File: src/rtl/lsu_pkg.sv
// Shared types and constants for the RV32I load/store unit.
package lsu_pkg;

   localparam int BE_W  = 4;
   localparam int REG_W = 5;

   localparam logic [2:0] F3_LB  = 3'b000;
   localparam logic [2:0] F3_LH  = 3'b001;
   localparam logic [2:0] F3_LW  = 3'b010;
   localparam logic [2:0] F3_LBU = 3'b100;
   localparam logic [2:0] F3_LHU = 3'b101;
   localparam logic [2:0] F3_SB  = 3'b000;
   localparam logic [2:0] F3_SH  = 3'b001;
   localparam logic [2:0] F3_SW  = 3'b010;

   typedef enum logic [1:0] {IDLE, BUS, RESP} lsu_state_t;

endpackage

File: src/rtl/lsu_align.sv
// Byte-lane steering for stores, load extraction/extension, and legality checks.
module lsu_align
   import lsu_pkg::*;
(
   input  logic [2:0]      funct3,
   input  logic            is_store,
   input  logic [1:0]      lane,
   input  logic [31:0]     store_data,
   input  logic [31:0]     bus_rdata,
   output logic [BE_W-1:0] be,
   output logic [31:0]     wdata,
   output logic [31:0]     load_value,
   output logic            misaligned,
   output logic            illegal
);

   function automatic logic [31:0] sext8(input logic signed [7:0] v);
      logic signed [31:0] w;
      w = v;
      return w;
   endfunction

   function automatic logic [31:0] sext16(input logic signed [15:0] v);
      logic signed [31:0] w;
      w = v;
      return w;
   endfunction

   logic [31:0] shifted;

   assign shifted = bus_rdata >> {lane, 3'b000};

   assign misaligned = ((funct3[1:0] == 2'b01) && lane[0]) ||
                       ((funct3[1:0] == 2'b10) && (lane != 2'b00));

   always_comb begin
      be      = '0;
      wdata   = store_data;
      illegal = 1'b0;
      if (is_store) begin
         case (funct3)
            F3_SB: begin
               be    = 4'b0001 << lane;
               wdata = {4{store_data[7:0]}};
            end
            F3_SH: begin
               be    = 4'b0011 << lane;
               wdata = {2{store_data[15:0]}};
            end
            F3_SW:   be = 4'b1111;
            default: illegal = 1'b1;
         endcase
      end else begin
         case (funct3)
            F3_LB, F3_LH, F3_LW, F3_LBU, F3_LHU: illegal = 1'b0;
            default:                             illegal = 1'b1;
         endcase
      end
   end

   always_comb begin
      load_value = bus_rdata;
      case (funct3)
         F3_LB:   load_value = sext8(shifted[7:0]);
         F3_LBU:  load_value = {24'h0, shifted[7:0]};
         F3_LH:   load_value = sext16(shifted[15:0]);
         F3_LHU:  load_value = {16'h0, shifted[15:0]};
         default: load_value = bus_rdata;
      endcase
   end

endmodule

File: src/rtl/load_store_unit.sv
// RV32I load/store unit on a single-outstanding req/ack bus.
// Optional bus timeout when LSU_TIMEOUT_EN is defined.
module load_store_unit
   import lsu_pkg::*;
#(
   parameter int TIMEOUT_CYCLES = 64
) (
   input  logic             clk,
   input  logic             reset,
   input  logic             req_valid,
   output logic             req_ready,
   input  logic             mem_read_enable,
   input  logic             mem_write_enable,
   input  logic [2:0]       load_operation,
   input  logic [2:0]       store_operation,
   input  logic [31:0]      addr,
   input  logic [31:0]      store_data,
   input  logic [REG_W-1:0] rd_in,
   output logic             resp_valid,
   output logic             resp_err,
   output logic [31:0]      load_data,
   output logic [REG_W-1:0] rd_out,
   output logic             bus_req,
   output logic             bus_we,
   output logic [31:0]      bus_addr,
   output logic [31:0]      bus_wdata,
   output logic [BE_W-1:0]  bus_be,
   input  logic             bus_ack,
   input  logic [31:0]      bus_rdata
);

   lsu_state_t state, next_state;

   logic             req_we;
   logic [2:0]       req_funct3;
   logic [31:0]      req_addr;
   logic [31:0]      req_wdata;
   logic [BE_W-1:0]  req_be;
   logic [REG_W-1:0] req_rd;
   logic             req_err;
   logic [31:0]      resp_data;

   logic             sel_store;
   logic [2:0]       sel_funct3;
   logic [1:0]       sel_lane;
   logic [BE_W-1:0]  align_be;
   logic [31:0]      align_wdata;
   logic [31:0]      align_load;
   logic             misaligned;
   logic             illegal;
   logic             accept;
   logic             req_bad;
   logic             timeout;

   // The aligner checks the incoming request in IDLE and extracts load data from the held request in BUS.
   assign sel_store  = (state == IDLE) ? mem_write_enable : req_we;
   assign sel_funct3 = (state == IDLE) ? (mem_write_enable ? store_operation : load_operation)
                                       : req_funct3;
   assign sel_lane   = (state == IDLE) ? addr[1:0] : req_addr[1:0];

   lsu_align u_align (
      .funct3     (sel_funct3),
      .is_store   (sel_store),
      .lane       (sel_lane),
      .store_data (store_data),
      .bus_rdata  (bus_rdata),
      .be         (align_be),
      .wdata      (align_wdata),
      .load_value (align_load),
      .misaligned (misaligned),
      .illegal    (illegal)
   );

   assign accept  = req_valid && (state == IDLE);
   assign req_bad = (mem_read_enable == mem_write_enable) || illegal || misaligned;

`ifdef LSU_TIMEOUT_EN
   localparam int CNT_W = $clog2(TIMEOUT_CYCLES + 1);
   logic [CNT_W-1:0] wait_cnt;

   always_ff @(posedge clk or posedge reset) begin
      if (reset)
         wait_cnt <= '0;
      else if (state != BUS)
         wait_cnt <= '0;
      else
         wait_cnt <= wait_cnt + 1'b1;
   end

   assign timeout = (state == BUS) && !bus_ack && (wait_cnt == CNT_W'(TIMEOUT_CYCLES - 1));
`else
   assign timeout = 1'b0;
`endif

   always_ff @(posedge clk or posedge reset) begin
      if (reset)
         state <= IDLE;
      else
         state <= next_state;
   end

   always_comb begin
      next_state = state;
      case (state)
         IDLE:    if (req_valid) next_state = req_bad ? RESP : BUS;
         BUS:     if (bus_ack || timeout) next_state = RESP;
         RESP:    next_state = IDLE;
         default: next_state = IDLE;
      endcase
   end

   // Request and response holding registers; outputs are gated by state so these need no reset.
   always_ff @(posedge clk) begin
      if (accept) begin
         req_we     <= mem_write_enable;
         req_funct3 <= sel_funct3;
         req_addr   <= addr;
         req_wdata  <= align_wdata;
         req_be     <= mem_write_enable ? align_be : '0;
         req_rd     <= (mem_write_enable || req_bad) ? '0 : rd_in;
         req_err    <= req_bad;
         resp_data  <= '0;
      end else if ((state == BUS) && bus_ack) begin
         resp_data  <= req_we ? '0 : align_load;
      end else if (timeout) begin
         req_err    <= 1'b1;
         req_rd     <= '0;
      end
   end

   assign req_ready  = (state == IDLE);
   assign bus_req    = (state == BUS);
   assign bus_we     = bus_req && req_we;
   assign bus_addr   = bus_req ? {req_addr[31:2], 2'b00} : '0;
   assign bus_wdata  = bus_req ? req_wdata : '0;
   assign bus_be     = bus_req ? req_be : '0;
   assign resp_valid = (state == RESP);
   assign resp_err   = resp_valid && req_err;
   assign load_data  = resp_valid ? resp_data : '0;
   assign rd_out     = resp_valid ? req_rd : '0;

endmodule

File: config.mk
export PLATFORM = sky130hd
export DESIGN_NAME = load_store_unit
export DESIGN_NICKNAME = d
export VERILOG_FILES = /design/src/rtl/lsu_pkg.sv /design/src/rtl/lsu_align.sv /design/src/rtl/load_store_unit.sv
export SDC_FILE = /design/constraint.sdc
export NUM_CORES = 1
export LEC_CHECK = 0
export CAP_MARGIN = 30
export CORE_ASPECT_RATIO = 1.75
export CORE_UTILIZATION = 41
export DETAILED_ROUTE_END_ITERATION = 10
export GPL_ROUTABILITY_DRIVEN = 0
export PLACE_DENSITY = 0.78
export SLEW_MARGIN = 20
export SYNTH_ARGS = -nofsm -noshare
export SYNTH_HDL_FRONTEND = slang
export SYNTH_HIERARCHICAL = 1
export SYNTH_SLANG_ARGS = --single-unit
File: constraint.sdc
create_clock -name clk -period 3.45 [get_ports clk]
set_input_delay 1.035 -clock clk [delete_from_list [all_inputs] [get_ports clk]]
set_output_delay 1.035 -clock clk [all_outputs]
set_load 0.01 [all_outputs]
==> flow_summary.yaml <==
run_status:
  status: "finished, final reports clean"
global_routing:
  grt_first_pass_wirelength_um: 25560
  grt.overflow.total: 0
  grt_usage: 0.2195
  grt_max_degree: 69
  antenna_found_initial: 0
  first_global_vias: 4989
floorplanning:
  die_w_um: 92.95
  die_y_um: 161.2
  rows: 57
  dieArea_sq_mm: 0.01498
  start_util: 0.4245
  ios: 223
  coreArea_sq_mm: 0.01398
sta:
  fin_worst_skew_ns: 0.01025
  tns_ns: 0
  hold_viol: 0
  fin_crit_ns: 3.252
  period_share: 0.9425
  rsz0062_at_grt: "false"
  slew_headroom: 0.6401
  fmax_mhz: 307.5
  slew_viol_final: 0
  tightest_slew_ns: 0.5387
  finalSetupViolCount: 0
clocking:
  cts_root_buf: "clkbuf_16"
  postCtsSetupBuffers: 0
  clkTransAtPathRegs_ns: 0.08
  cts_buffers: 9
  clockBufferDepth: 2
  hold_buffers: 0
  clock_latency_ns: 0.35
  cts.sinks: 112
  cts_tree: "done"
  cts-resized-gates: 0
  cts_max_level: 3
yosys:
  synth_cell_types: 45
  synth_top_area_cell: "edfxtp_1"
  synth_top_family_by_area: "simple AND/OR/NAND/NOR gates"
  synth_area_leaders: "edfxtp_1 39%, and2_1 12%, dfxtp_1 11%"
  ys_ff_latch: 112
  ys.flop_type: "edfxtp_1"
  synth_seq_area_share: 0.5111
  yosys_warnings: 6
  synth_compound_area_frac: 0.1061
  synth_edf_count: 78
  synth_top_area_frac: 0.3947
  synth_mux_area_frac: 0.08560
  syn_inst: 581
  synthArstFlopShare: 0.01786
  yosys.area_share.simple: 0.2395
  synth_xor_area_frac: 0.001476
  synth.avg_cell_area_sq_um: 10.21
  syn_area_sq_mm: 0.005934
  synth-adder-area-share: 0
layout:
  drive_gt1_frac: 0.09974
  diodes: 0
  area_delta_synth_final_pct: 44.70
  mostFrequentLayoutCell: "clkdlybuf4s50_1"
  layout_common_cells: "220 x clkdlybuf4s50_1, 115 x and2_1, 78 x edfxtp_1"
  layout.nets: 890
  post_layout_nonfiller_instances: 959
drt:
  routed_wl_um: 16430
  drt_iter0_markers: 220
  wl_per_cell_um: 17.13
  viasPerCell: 5.148
  drc_errors: 0
  ant_nets: 0
  drtPass1Iterations: 5
  vias: 4937
power:
  intPower_w: 0.003439
  pwr-share-seq: 0.350
  power.static_leakage_nw: 3.131
  powerDensity_mw_per_mm2: 620.4
  p_sw_frac: 0.3545
  clkPwrFrac: 0.205
  ir_drop_v: 0.0003326
  pwr-share-comb: 0.446
  p_total_w: 0.005327
  p_sw_w: 0.001888
place:
  place_hpwl_um: 12420
  io_buffers: 220
  placed_cells: 943
critical_path:
  critPathMaxFanout: 68
  critPathRequiredTime_ns: 2.41
  cp-end-kind: "output port"
  cp_data_arrival_time_ns: 2.22
  critical_path_class: "reg2out"
  worstSetupStartpointType: "flip-flop"
hold_path:
  hp-class: "reg2reg"
flow_run:
  drv_cap: 0
[cell type report]
| class | instances | area, sq um |
|---|---|---|
| fill | 1133 | 5391 |
| multi-input combinational | 401 | 2599 |
| clock buffer | 9 | 225.2 |
| inverter | 11 | 43.79 |
| tap | 177 | 221.5 |
| sequential | 112 | 3033 |
| clock inverter | 7 | 85.08 |
| timing repair buffer | 242 | 2380 |
[power by group through the flow]
stage                     Sequential [W]  Combinational [W]  Clock, W
after floorplan                  0.00188            0.00150         0
after global placement           0.00188            0.00231         0
after detailed placement         0.00189            0.00237         0
after CTS                        0.00186            0.00238   0.00111
after global routing             0.00189            0.00258   0.00116
final                            0.00186            0.00237   0.00109
[path summary, 6_finish.rpt]
path | startpoint | to | slack [ns] | depth (start not counted)
max in group asynchronous | reset | state[0] | 2.49 | 2
setup reg to reg | state[0] | resp_data[4] | 0.71 | 8
hold reg to reg | resp_data[29] | resp_data[29] | 0.45 | 2
setup / recovery | state[1] | bus_addr[28] | 0.20 | 4
min in group asynchronous | reset | state[1] | 0.85 | 2
hold / removal | resp_data[29] | resp_data[29] | 0.45 | 2
[metrics by stage]
stage               hold slack, ns  area (sq um)  setup WS, ns    util
detailed placement          0.4402          8277        0.1379  0.5921
global route                0.4625          8587       0.06088  0.6143
global placement            0.4395          8277        0.1767  0.5921
floorplan                   0.4257          5939        0.5762       -
CTS                         0.4537          8587        0.1614  0.6143
finish                      0.4525          8587        0.1983  0.6143
[flip-flops by register name (all words and copies together) (netlist names)]
signal and count:
req_rd 5, req_wdata 32, req_be 4, state 2, req_addr 32, req_err 1
resp_data 32, req_funct3 3, req_we 1
[per-layer routing]
| metal | vias up | track usage | share of wire |
|---|---|---|---|
| met1 | 2296 | 0.2409 | 0.36 |
| met3 | 29 | 0.03861 | 0.073 |
| met2 | 228 | 0.4114 | 0.54 |
| met5 | - | 0 | 0 |
| li1 | 2384 | - | - |
| met4 | 0 | 0.08182 | 0.030 |
[critical path: stages, from the launching register on]
cell	delay (ns)
dfrtp_1	0.41
and2b_1	0.23
buf_4	0.42
and2_1	0.20
clkdlybuf4s50_1	0.58
[synthesized netlist by cell type, drive strengths merged (2+ instances only)]
| cell type | number |
|---|---|
| a21oi | 47 |
| a22oi | 7 |
| and2 | 115 |
| buf | 24 |
| clkbuf | 34 |
| dfrtp | 2 |
| dfxtp | 32 |
| edfxtp | 78 |
| inv | 11 |
| mux2 | 28 |
| mux2i | 17 |
| nand2 | 68 |
| nand2b | 3 |
| nand3b | 35 |
| nor2 | 15 |
| nor2b | 5 |
| o21a | 2 |
| o21ai | 25 |
| o221a | 7 |
| o31ai | 7 |
| or3 | 2 |
[logic make-up after synthesis]
| group | after synthesis |
|---|---|
| other cells | 1 |
| mux | 46 |
| simple gates | 250 |
| xor+xnor | 1 |
| compound gates | 102 |
| flops | 112 |
| buf+inv | 69 |
Note: power is estimated with default switching activity, not from simulation.
